==> config.mk <==
export PLATFORM = sky130hd
export DESIGN_NAME = mem_access_ctrl_flat
export DESIGN_NICKNAME = d
export VERILOG_FILES = /design/src/rtl/cpu_pkg.sv /design/src/rtl/mem_access_ctrl_if.sv /design/src/rtl/mem_access_ctrl_wait_counter.sv /design/src/rtl/mem_access_ctrl.sv /design/src/flat_wrapper.sv
export SDC_FILE = /design/constraint.sdc
export NUM_CORES = 1
export LEC_CHECK = 0
export ABC_AREA = 1
export BUFFER_PORTS_ARGS = -buffer_cell sky130_fd_sc_hd__buf_2
export CAP_MARGIN = 20
export CORE_AREA = 4 4 41 43
export DETAILED_ROUTE_END_ITERATION = 8
export DIE_AREA = 0 0 45 47
export GPL_ROUTABILITY_DRIVEN = 0
export PLACE_DENSITY_LB_ADDON = 0.08
export SLEW_MARGIN = 30
export SYNTH_ARGS = -nofsm -noshare
export SYNTH_HDL_FRONTEND = slang
export SYNTH_SLANG_ARGS = --single-unit
==> constraint.sdc <==
create_clock -name clock -period 2.4 [get_ports clock]
set_clock_uncertainty 0.05 [all_clocks]
set_input_delay 0.36 -clock clock [delete_from_list [all_inputs] [get_ports clock]]
set_output_delay 0.36 -clock clock [all_outputs]
set_load 0.005 [all_outputs]
==> src/rtl/cpu_pkg.sv <==
// Shared definitions for the memory access controller: state encoding,
// read/write polarity and counter width.
package cpu_pkg;

    localparam int CNT_W = 4;

    localparam logic RW_READ  = 1'b1;
    localparam logic RW_WRITE = 1'b0;

    typedef enum logic [2:0] {
        ST_IDLE    = 3'd0,
        ST_ADDR    = 3'd1,
        ST_ACCESS  = 3'd2,
        ST_CAPTURE = 3'd3,
        ST_DONE    = 3'd4,
        ST_ERR     = 3'd5
    } state_t;

endpackage

==> src/rtl/mem_access_ctrl_if.sv <==
// Control-unit request/response handshake plus the MAR/MDR/RAM strobes
// driven by the memory access controller.
interface mem_access_ctrl_if;

    logic start;
    logic rw;
    logic mem_ready;
    logic mar_in;
    logic mdr_in;
    logic mdr_read;
    logic mem_read;
    logic mem_write;
    logic busy;
    logic done;
    logic err;

    modport master (
        output start, rw, mem_ready,
        input  mar_in, mdr_in, mdr_read, mem_read, mem_write, busy, done, err
    );

    modport slave (
        input  start, rw, mem_ready,
        output mar_in, mdr_in, mdr_read, mem_read, mem_write, busy, done, err
    );

endinterface

==> src/rtl/mem_access_ctrl_wait_counter.sv <==
// Wait-state down-counter (saturating, with zero flag) and a free-running
// up-counter used to bound the memory-ready handshake.
module mem_access_ctrl_wait_counter
    import cpu_pkg::*;
#(
    parameter int unsigned LOAD_VAL = 2
) (
    input  logic             clock,
    input  logic             clear,
    input  logic             i_load,
    input  logic             i_run,
    output logic             o_wait_zero,
    output logic [CNT_W-1:0] o_tmo
);

    logic [CNT_W-1:0] r_wait;
    logic [CNT_W-1:0] r_tmo;

    always_ff @(posedge clock) begin
        if (!clear) begin
            r_wait <= '0;
            r_tmo  <= '0;
        end else if (i_load) begin
            r_wait <= CNT_W'(LOAD_VAL);
            r_tmo  <= '0;
        end else if (i_run) begin
            if (r_wait != '0) begin
                r_wait <= r_wait - CNT_W'(1);
            end
            r_tmo <= r_tmo + CNT_W'(1);
        end
    end

    assign o_wait_zero = (r_wait == '0);
    assign o_tmo       = r_tmo;

endmodule

==> src/rtl/mem_access_ctrl.sv <==
// Moore FSM sequencing one MAR -> RAM -> MDR transaction, with wait states
// and an optional bounded memory-ready handshake.
module mem_access_ctrl
    import cpu_pkg::*;
#(
    parameter int unsigned LATENCY   = 2,
    parameter int unsigned USE_READY = 0,
    parameter int unsigned TIMEOUT   = 15
) (
    input  logic               clock,
    input  logic               clear,
    mem_access_ctrl_if.slave   bus
);

    localparam logic [CNT_W-1:0] TMO_LAST = CNT_W'(TIMEOUT - 1);

    state_t           r_state;
    state_t           w_state_next;
    logic             r_rw_q;
    logic             w_wait_zero;
    logic [CNT_W-1:0] w_tmo;
    logic             w_exit;
    logic             w_timeout;

    mem_access_ctrl_wait_counter #(
        .LOAD_VAL (LATENCY)
    ) u_wait_counter (
        .clock       (clock),
        .clear       (clear),
        .i_load      (r_state == ST_ADDR),
        .i_run       (r_state == ST_ACCESS),
        .o_wait_zero (w_wait_zero),
        .o_tmo       (w_tmo)
    );

    // Exit wins over timeout when both would fire in the same ACCESS cycle.
    assign w_exit    = w_wait_zero && ((USE_READY == 0) || bus.mem_ready);
    assign w_timeout = (USE_READY != 0) && (w_tmo == TMO_LAST);

    always_ff @(posedge clock) begin
        if (!clear) begin
            r_state <= ST_IDLE;
            r_rw_q  <= RW_WRITE;
        end else begin
            r_state <= w_state_next;
            if (r_state == ST_IDLE && bus.start) begin
                r_rw_q <= bus.rw;
            end
        end
    end

    always_comb begin
        w_state_next = r_state;
        unique case (r_state)
            ST_IDLE:    if (bus.start) w_state_next = ST_ADDR;
            ST_ADDR:    w_state_next = ST_ACCESS;
            ST_ACCESS: begin
                if (w_exit) begin
                    w_state_next = (r_rw_q == RW_READ) ? ST_CAPTURE : ST_DONE;
                end else if (w_timeout) begin
                    w_state_next = ST_ERR;
                end
            end
            ST_CAPTURE: w_state_next = ST_DONE;
            ST_DONE:    w_state_next = ST_IDLE;
            ST_ERR:     w_state_next = ST_IDLE;
            default:    w_state_next = ST_IDLE;
        endcase
    end

    always_comb begin
        bus.mar_in    = 1'b0;
        bus.mdr_in    = 1'b0;
        bus.mdr_read  = 1'b0;
        bus.mem_read  = 1'b0;
        bus.mem_write = 1'b0;
        bus.busy      = 1'b0;
        bus.done      = 1'b0;
        bus.err       = 1'b0;
        unique case (r_state)
            ST_ADDR: begin
                bus.mar_in = 1'b1;
                bus.busy   = 1'b1;
            end
            ST_ACCESS: begin
                bus.busy      = 1'b1;
                bus.mem_read  = r_rw_q;
                bus.mem_write = ~r_rw_q;
            end
            ST_CAPTURE: begin
                bus.mdr_in   = 1'b1;
                bus.mdr_read = 1'b1;
                bus.mem_read = 1'b1;
                bus.busy     = 1'b1;
            end
            ST_DONE: bus.done = 1'b1;
            ST_ERR: begin
                bus.done = 1'b1;
                bus.err  = 1'b1;
            end
            default: ;
        endcase
    end

endmodule
==> src/flat_wrapper.sv <==
// flat-port wrapper written by rule: the top's interface ports become plain ports
module mem_access_ctrl_flat import cpu_pkg::*;
#(
    parameter int unsigned LATENCY   = 2,
    parameter int unsigned USE_READY = 0,
    parameter int unsigned TIMEOUT   = 15
)
  (clock, clear, bus_start, bus_rw, bus_mem_ready, bus_mar_in, bus_mdr_in, bus_mdr_read, bus_mem_read, bus_mem_write, bus_busy, bus_done, bus_err);
  mem_access_ctrl_if bus_i ();
  input  logic clock;
  input  logic clear;
  input wire logic [$bits(bus_i.start)-1:0] bus_start;
  input wire logic [$bits(bus_i.rw)-1:0] bus_rw;
  input wire logic [$bits(bus_i.mem_ready)-1:0] bus_mem_ready;
  output wire logic [$bits(bus_i.mar_in)-1:0] bus_mar_in;
  output wire logic [$bits(bus_i.mdr_in)-1:0] bus_mdr_in;
  output wire logic [$bits(bus_i.mdr_read)-1:0] bus_mdr_read;
  output wire logic [$bits(bus_i.mem_read)-1:0] bus_mem_read;
  output wire logic [$bits(bus_i.mem_write)-1:0] bus_mem_write;
  output wire logic [$bits(bus_i.busy)-1:0] bus_busy;
  output wire logic [$bits(bus_i.done)-1:0] bus_done;
  output wire logic [$bits(bus_i.err)-1:0] bus_err;
  assign bus_i.start = bus_start;
  assign bus_i.rw = bus_rw;
  assign bus_i.mem_ready = bus_mem_ready;
  assign bus_mar_in = bus_i.mar_in;
  assign bus_mdr_in = bus_i.mdr_in;
  assign bus_mdr_read = bus_i.mdr_read;
  assign bus_mem_read = bus_i.mem_read;
  assign bus_mem_write = bus_i.mem_write;
  assign bus_busy = bus_i.busy;
  assign bus_done = bus_i.done;
  assign bus_err = bus_i.err;
  mem_access_ctrl #(.LATENCY(LATENCY), .USE_READY(USE_READY), .TIMEOUT(TIMEOUT)) u_core (.clock(clock), .clear(clear), .bus(bus_i));
endmodule
### After elaboration in Yosys (flattened, before gate mapping)

Index checks and enable logic that the tools add are counted.

* logic and storage cells: 40
* input port bits: 5
* output and inout bits: 8
* flip-flop bits (word level): 8

* muxes and demuxes: 14
* $add $sub $neg: 1
* bitwise operators: 2
* eq/ne operators: 7
* reduce and logical (&&, ||, !) cells: 12

Operator list (count)
* $pmux 3 s4: 1
* $mux 3: 3
* $eq 3x2->1 const B: 2
* $eq 3x3->1 const B: 2
* $mux 1: 6
* $mux 2: 3
* $reduce_and 2->1: 3
* $logic_not 4->1: 1
* $reduce_bool 2->1: 2
* $reduce_bool 4->1: 1
* $reduce_or 2->1: 2
* $sub 4x1->4 const B: 1
* $eq 3x1->1 const B: 1
* $logic_not 3->1: 1
* $reduce_or 3->1: 1
* $ne 2x1->1 const B: 1
* $ne 2x2->1 const B: 1
* $not 1->1: 2
* $pmux 1 s2: 1
* $logic_and 1x1->1: 1

### Logic depth before layout (Yosys ltp)

Gate-level depths: netlist of run 1.

* depth in word-level cells: 4
* depth in mapped cells: 7
* gate-level depth less buffers: 7

### By module

Synthesis of run 1 repeated with hierarchy kept, for this count alone.

* cells, all modules: 93
* area, all modules: 649.4 um^2

Modules (own cells, without submodules)
* mem_access_ctrl_wait_counter: cells an instance 50, area an instance 382.9 um^2, times used 1, seq. area each 160.2 um^2
* mem_access_ctrl: cells an instance 43, area an instance 266.5 um^2, times used 1, seq. area each 80.1 um^2

### Worst setup path before layout of run 1

OpenSTA, ideal clock, no wires.

* path kind: reg-to-output
* from: reg u_core.r_state[0]
* to: out bus_mdr_read
* arrival: 0.763 ns
* path buffers: 1
* data required time: 1.990 ns
* stages on the path, launching flop included: 4
* setup slack: 1.227 ns
* path through: dfxtp_1 > inv_1 > nor2_1 > buf_4

* cells in the longest elaborated chain, start to end: 2

RTL lines
* start: declaration: line mem_access_ctrl.sv:17 `state_t r_state;`
* start signal: assignment: line mem_access_ctrl.sv:45 `r_state <= w_state_next;`
* $eq 3x2->1
* $mux 1
* end: declaration: line flat_wrapper.sv:17 `output wire logic [$bits(bus_i.mdr_read)-1:0] bus_mdr_read;`

No other way between the ends.

### Final worst setup path of run 1

* from: reg u_core.r_state[1]
* to: out bus_mem_write

* cells in the longest elaborated chain, start to end: 2

RTL lines
* $eq 3x2->1: line mem_access_ctrl.sv:80 `unique case (r_state)`
* $mux 1: line mem_access_ctrl.sv:80
* end: declaration: line flat_wrapper.sv:19 `output wire logic [$bits(bus_i.mem_write)-1:0] bus_mem_write;`

No other way between the ends.

==> impl_results.md, run 1 <==
- Outcome: completed
- Sequential fraction of the synthesis area: slightly below 40%
- First-pass GRT wire length: about 1.4 mm
- Vias per cell: 4.589
- Largest net degree at the start of global routing: 7
- Initial antenna violation count: 0
- Leakage power: between 0.2 and 0.3 nW
- Top fanout value on the critical path: 6
- Synthesis-stage register bit count: 8
- Largest area contributor in the netlist: dfxtp_1
- CTS clock-pin slew for the worst setup and hold paths: 0.06 ns
- Largest stage delay, worst path: 0.43 ns
- CP required: between 1.5 and 2 ns
- Cell area after synthesis: roughly 410 sq um
- Compound-Gate Fraction of Synth Area: between 10% and 20%
- Tcrit/Tclk final: between 60% and 70%
- CP startpoint kind: flip-flop
- Crit-path most repeated cell: nor2_1
- Relative slew slack: between 70% and 80%
- Arrival @ worst endpoint: 1.21 ns
- Io pins: 13
- Number of routed nets with antenna violations: 0
- Die H: ~47 um
- Commonest register cell after synthesis: dfxtp_1
- Post-synthesis mux area share: 0%
- Die ar.: roughly 2100 sq um
- F_max: about 620 MHz
- DRC: 0
- Adder-Cell Fraction of Synth Area: 0%
- Syn avg cell area: approximately 6.6 sq um
- Crit Path Category: reg2out
- Area share of the largest cell type after synthesis: just under 40%
- FF-to-FF path depth: 4
- Async set-reset flop share out of synthesis: 0%
- Root buffer cell: clkbuf_4
- Crit path depth: 5
- Hold crit path type: in2reg
- Main combinational cell family by area after synthesis: simple AND/OR/NAND/NOR gates
- WL/cell: between 9 and 10 um
- Vias in the first global route: roughly 370
- CTS tree: done
- Hold Crit Depth: 3
- Crit path cell chain: inv_1 > nor2_1 > nand2_1 > nor2_1 > buf_2
- Drt total wl: 854 um
- Max-cap viol count: 0
- Synth top area cells: dfxtp_1 39%, nand2_1 11%, a21oi_1 9.8%
- PD cells: 683.5 nW/um^2
- EDFF count, synth: 0
- Crit. End Element: output port
- Synthesis warning total: 0
- Core area: ~1300 sq um
- Drt pass-1 iters: 2
- DP Area: 475.5 sq um
- Max Slew Vio Count: 0
- ANT cells: 0
- Detailed Route Iter0 Violations: 2
- Global route overflow: 0
- # hold bufs at CTS: 0
- CTS max path bufs: 2
- Reg2reg start: u_core.r_state[2]$_SDFFE_PN0P_
- IO buf count: 11
- Synth unique cells: 15
- Worst hold margin: roughly 0.32 ns
- Fin util: between 30% and 40%
- Number of setup buffers added after CTS: 0
- Synth Area in XOR/XNOR: around 2.1%
- CP delay by family, top: flip-flops
- P&R area growth vs syn: 21.71%
- RSZ-0062 raised after global routing: false
- Slowest CP cell: dfxtp_1
- Buf+Inv Stages, Crit Path: 2
- Final Instance Area: roughly 500 sq um
- CTS Buf Count: 3
- Starting Density: approximately a third
- Synth Net Count: between 60 and 70
- Post-route insts no fill: 90
- Crit path from: u_core.r_state[1]$_SDFFE_PN0P_
- Cell Rows: 13
- Via Count: between 400 and 500
- Worst-skew pair later-pin latency: about 0.26 ns
- Die width: between 40 and 50 um
- HPWL Detailed: around 700 um
- Clk sinks: 8
- Finish-stage setup viols: 0
- Simple-gate area share of the yosys netlist: between 30% and 40%
- Post_cts resized: 0
- Final TNS setup: 0 ns
- Final Critical Period: 1.619 ns
- Mapped Cells: 62
- Hold path startpoint: bus_rw
- GRT Util Overall: 9.516%
- Worst-margin pin slew: approximately 0.4 ns
- H-Tree Depth: 1
- Hold Vio Cnt, Final: 0
- Number of placed instances, taps included: 87
- Fill cell count: between 150 and 200
- Max rail drop VDD: between 200 and 300 uV
- Post-synth top cells: 12 x nand2_1, 8 x a21oi_1, 8 x dfxtp_1, 8 x nor2_1, 7 x inv_1
- Final nets: 82
- Cell with the most instances after synthesis: nand2_1
- Share of layout cells above drive strength 1: a little over a quarter
## worst min-delay path: cells and delay by family
| kind | cells | cell delay, ns |
|---|---|---|
| AOI/OAI and AO/OA | 1 | 0.06 |
| and+or+nand+nor | 1 | 0.07 |
| buffers and inverters | 1 | 0.10 |
## report_power, final
group,internal [mW],switching [mW],total [mW]
logic,0.0313,0.0476,0.0789
clock network,0.0575,0.0491,0.107
registers,0.143,0.0121,0.155
total,0.232,0.109,0.340
## cells by family after synthesis
| logic type | Yosys count |
|---|---|
| xor+xnor | 1 |
| buf+inv | 10 |
| flops | 8 |
| compound gates | 10 |
| simple gates | 33 |
## state kept, by name (all words and copies together) (netlist names)
name,count
u_core.u_wait_counter.r_wait,4
u_core.r_rw_q,1
u_core.r_state,3
## placed cells by master, fill, tap and decap left out
cell,Yosys,layout
o21ai_0,1,1
inv_1,7,7
nand3_1,4,4
nor2_1,8,8
nor2_2,2,2
nand4_1,1,1
nand2_1,12,12
clkbuf_4,0,3
nor3_1,4,4
o21a_1,1,1
xnor2_1,1,1
nand2_2,2,2
dfxtp_1,8,8
a21oi_1,8,8
buf_2,0,11
inv_2,2,2
## layout make-up
class / count / area [sq um] / share of cell area [%]
Timing Repair Buffer: 11 / 55.05 / 11.06
Multi-Input combinational cell: 44 / 207.7 / 41.71
Sequential cell: 8 / 160.2 / 32.16
Tap cell: 15 / 18.77 / 3.769
Inverter: 9 / 33.78 / 6.784
Clock buffer: 3 / 22.52 / 4.523
## metal layers
metal | routed length [um] | track usage (%) | vias to the layer above | part of all wire (%)
met3 | 59 | 2.299 | 4 | 6.9
li1 | - | - | 226 | -
met1 | 390 | 9.885 | 173 | 46
met2 | 361 | 14.12 | 10 | 42
met5 | 0 | 0 | - | 0
met4 | 41 | 12.28 | 0 | 4.8
## worst paths after layout
kind | endpoint | slack (ns)
worst max register to register | u_core.r_state[1]$_SDFFE_PN0P_ | 1.16
worst min-delay path | u_core.r_rw_q$_SDFFE_PN0P_ | 0.32
worst min register to register | u_core.u_wait_counter.r_wait[3]$_SDFFE_PP0P_ | 0.41
worst max-delay path | bus_mem_write | 0.78
## through the flow
stage	power [mW]	setup WS, ns
final	0.3404	0.7811
after global routing	0.3604	0.6838
after CTS	0.3439	0.7699
after detailed placement	0.2374	1.051
after global placement	0.2378	1.066
after floorplan	0.2127	1.227
No activity file was read; power rests on OpenSTA's default activity.
==> run 2: changes to the inputs <==
Settings changed: ABC_AREA 1 to 0.
Clock period 2.4 ns to 1.6 ns, I/O delays scaled along.
==> impl_results.md, run 2 <==
- Slowest CP cell: or3b_1
- Top fanout value on the critical path: 10 (+4)
- Starting Density: 36.63% (+5.2 points)
- Hold Vio Cnt, Final: 0 (unchanged)
- Initial antenna violation count: 0 (unchanged)
- ANT cells: 0 (unchanged)
- Max-cap viol count: 0 (unchanged)
- Largest stage delay, worst path: 0.39 ns (-0.04 ns)
- Synth Area in XOR/XNOR: 0% (-2.1 points)
- Final nets: 72 (-12%)
- First-pass GRT wire length: 1.545 mm (+13%)
- Synth Net Count: 58 (-13%)
- Largest register FFs: 4 (unchanged)
- CP required: 1.31 ns (-0.68 ns)
- GRT Util Overall: 10.13% (+0.62 points)
- Fill cell count: 137 (-9.3%)
- Cell Rows: 13 (unchanged)
- Synthesis-stage register bit count: 8 (unchanged)
- Outcome: completed
- CP startpoint kind: flip-flop
- RSZ-0062 raised after global routing: false
- Die H: 47 um (unchanged)
- Core area: 1301 sq um (unchanged)
- IO buf count: 11 (unchanged)
- CTS tree: done
- CTS max path bufs: 2 (unchanged)
- P&R area growth vs syn: 19.16%
- Tcrit/Tclk final: about 94%
- Relative slew slack: 77.34% (+4.7 points)
- Final TNS setup: 0 ns (unchanged)
- Reg2Reg Setup Slack: 0.27 ns (-0.89 ns)
- Crit path cell chain: or3b_1 > nor2_1 > buf_2
- Die ar.: 2115 sq um (unchanged)
- Biggest regs: u_core.u_wait_counter.r_wait (4), u_core.r_state (3), u_core.r_rw_q (1)
- Max Slew Vio Count: 0 (unchanged)
- CTS Buf Count: 3 (unchanged)
- F_max: about 670 MHz
- Detailed Route Iter0 Violations: 8 (+6)
- Adder-Cell Fraction of Synth Area: 0% (unchanged)
- Most flop-heavy register: u_core.u_wait_counter.r_wait
- Commonest register cell after synthesis: dfxtp_1
- Most common cell after layout, fill and taps aside: buf_2
- Synth top area cells: dfxtp_1 34%, nor4b_2 9.4%, nor2_1 4.7%
- Cell with the most instances after synthesis: dfxtp_1
- Simple-gate area share of the yosys netlist: 42.26% (+6.5 points)
- Largest net degree at the start of global routing: 11 (+4)
- Commonest cells after routing, fill and taps aside: 11 x buf_2, 6 x nor2_1, 5 x dfxtp_1
- Crit Path Category: reg2out
- Main combinational cell family by area after synthesis: simple AND/OR/NAND/NOR gates
- Max rail drop VDD: 427.5 uV (+64%)
- PD cells: 798.1 nW/um^2 (+17%)
- EDFF count, synth: 0 (unchanged)
- Compound-Gate Fraction of Synth Area: 13.65% (+0.80 points)
- Final Critical Period: between 1.5 and 2 ns
- Mapped Cells: 53 (-15%)
- Vias in the first global route: 369 (-0.54%)
- H-Tree Depth: 1 (unchanged)
- Number of routed nets with antenna violations: 0 (unchanged)
- Syn avg cell area: 8.994 sq um (+36%)
- Hold crit path type: in2reg
- Async set-reset flop share out of synthesis: 0% (unchanged)
- Largest area contributor in the netlist: dfxtp_1
- Crit. End Element: output port
- Clk sinks: 8 (unchanged)
- Number of setup buffers added after CTS: 0 (unchanged)
- Vias per cell: 4.813 (+4.9%)
- Total power: 0.4533 mW (+33%)
- Global route overflow: 0 (unchanged)
- Post-synthesis mux area share: 2.100% (+2.1 points)
- Share of layout cells above drive strength 1: 40.00% (+13 points)
- Io pins: 13 (unchanged)
- Worst-margin pin slew: 0.3371 ns (-0.07040 ns)
- DRC: 0 (unchanged)
- Drt pass-1 iters: 3 (+1)
- Via Count: 385 (-6.8%)
- Buf+Inv Stages, Crit Path: 1 (-1)
- HPWL Detailed: 688.8 um (+1.2%)
- Cell area after synthesis: 476.7 sq um (+17%)
- # hold bufs at CTS: 0 (unchanged)
- Arrival @ worst endpoint: 1.21 ns (about the same)
- Post-synth top cells: 8 x dfxtp_1, 6 x nor2_1
- CP delay by family, top: simple AND/OR/NAND/NOR gates
- Sequential fraction of the synthesis area: 33.60% (-5.5 points)
- Synthesis warning total: 0 (unchanged)
- Root buffer cell: clkbuf_4
- Die width: 45 um (unchanged)
- Synth unique cells: 28 (+13)
- Drt total wl: 905 um (+6.0%)
- Post_cts resized: 1 (+1)
- Worst-skew pair later-pin latency: 0.25 ns (about the same)
- Area share of the largest cell type after synthesis: 33.60% (-5.5 points)
- Fin util: 43.65% (+5.4 points)
- Finish-stage setup viols: 0 (unchanged)
- CTS clock-pin slew for the worst setup and hold paths: 0.06 ns (about the same)
- WL/cell: 11.31 um (+19%)
- Leakage power: 0.2514 nW (-3.3%)
run 2: cell types whose count changed after synthesis, sizes merged, moves of 3 or more:
cell   before  now
a21oi       8    3
buf         1    4
inv         9    3
nand2      14    2
nand3       4    0
nor2       10    6
nor2b       0    3
nor4b       0    3
run 2: cell families (layout without fill, tap and decap cells):
logic type,Yosys count,count (layout)
and+or+nand+nor,27,27
AOI/OAI and AO/OA,10,10
DFF,8,8
buffers and inverters,7,19
muxes,1,1
run 2: where the power goes:
group          internal (mW)  switching [mW]  leakage (nW)
logic                 0.0407          0.0332         0.171
registers              0.207          0.0185        0.0670
clock network         0.0858          0.0679        0.0138
total                  0.334           0.120         0.251
run 2: area by class of cell:
| class | count | area [sq um] | share of cell area [%] |
|---|---|---|---|
| Multi-Input combinational cell | 38 | 276.5 | 48.68 |
| Inverter | 3 | 11.26 | 1.982 |
| Clock buffer | 3 | 22.52 | 3.965 |
| Tap cell | 15 | 18.77 | 3.304 |
| Sequential cell | 8 | 168.9 | 29.74 |
| Timing Repair Buffer | 13 | 70.07 | 12.33 |
run 2: through the flow:
step | setup WS [ns] | instances | cell area [sq um] | hold slack (ns)
final | 0.09643 | 80 | 568.0 | 0.2028
after global routing | 0.003777 | 80 | 568.0 | 0.2067
after CTS | 0.01858 | 80 | 560.5 | 0.1999
after detailed placement | 0.2179 | 77 | 536.8 | 0.4619
after global placement | 0.2179 | 77 | 536.8 | 0.4577
after floorplan | 0.3431 | 53 | 476.7 | 0.3179
run 2: final timing paths:
kind,start,endpoint,depth (start not counted)
max,u_core.r_state[2]$_SDFFE_PN0P_,bus_mem_write,3
min,bus_rw,u_core.r_rw_q$_SDFFE_PN0P_,3
max reg2reg,u_core.r_state[2]$_SDFFE_PN0P_,u_core.u_wait_counter.r_wait[3]$_SDFFE_PP0P_,3
min reg2reg,u_core.u_wait_counter.r_wait[3]$_SDFFE_PP0P_,u_core.u_wait_counter.r_wait[2]$_SDFFE_PP0P_,2
run 2: metal layers:
metal  vias up  part of all wire, %  wire [um]  GRT usage [%]
li1        216                    -          -              -
met1       161                   54        485          13.50
met2         8                   41        368          14.41
met3         0                  5.7         52          3.448
met4         0                    0          0          5.263
met5         -                    0          0              0
run 2: worst min-delay path: stages:
cell	delay (ns)
buf_2	0.07
mux2i_1	0.05
nor2b_1	0.10
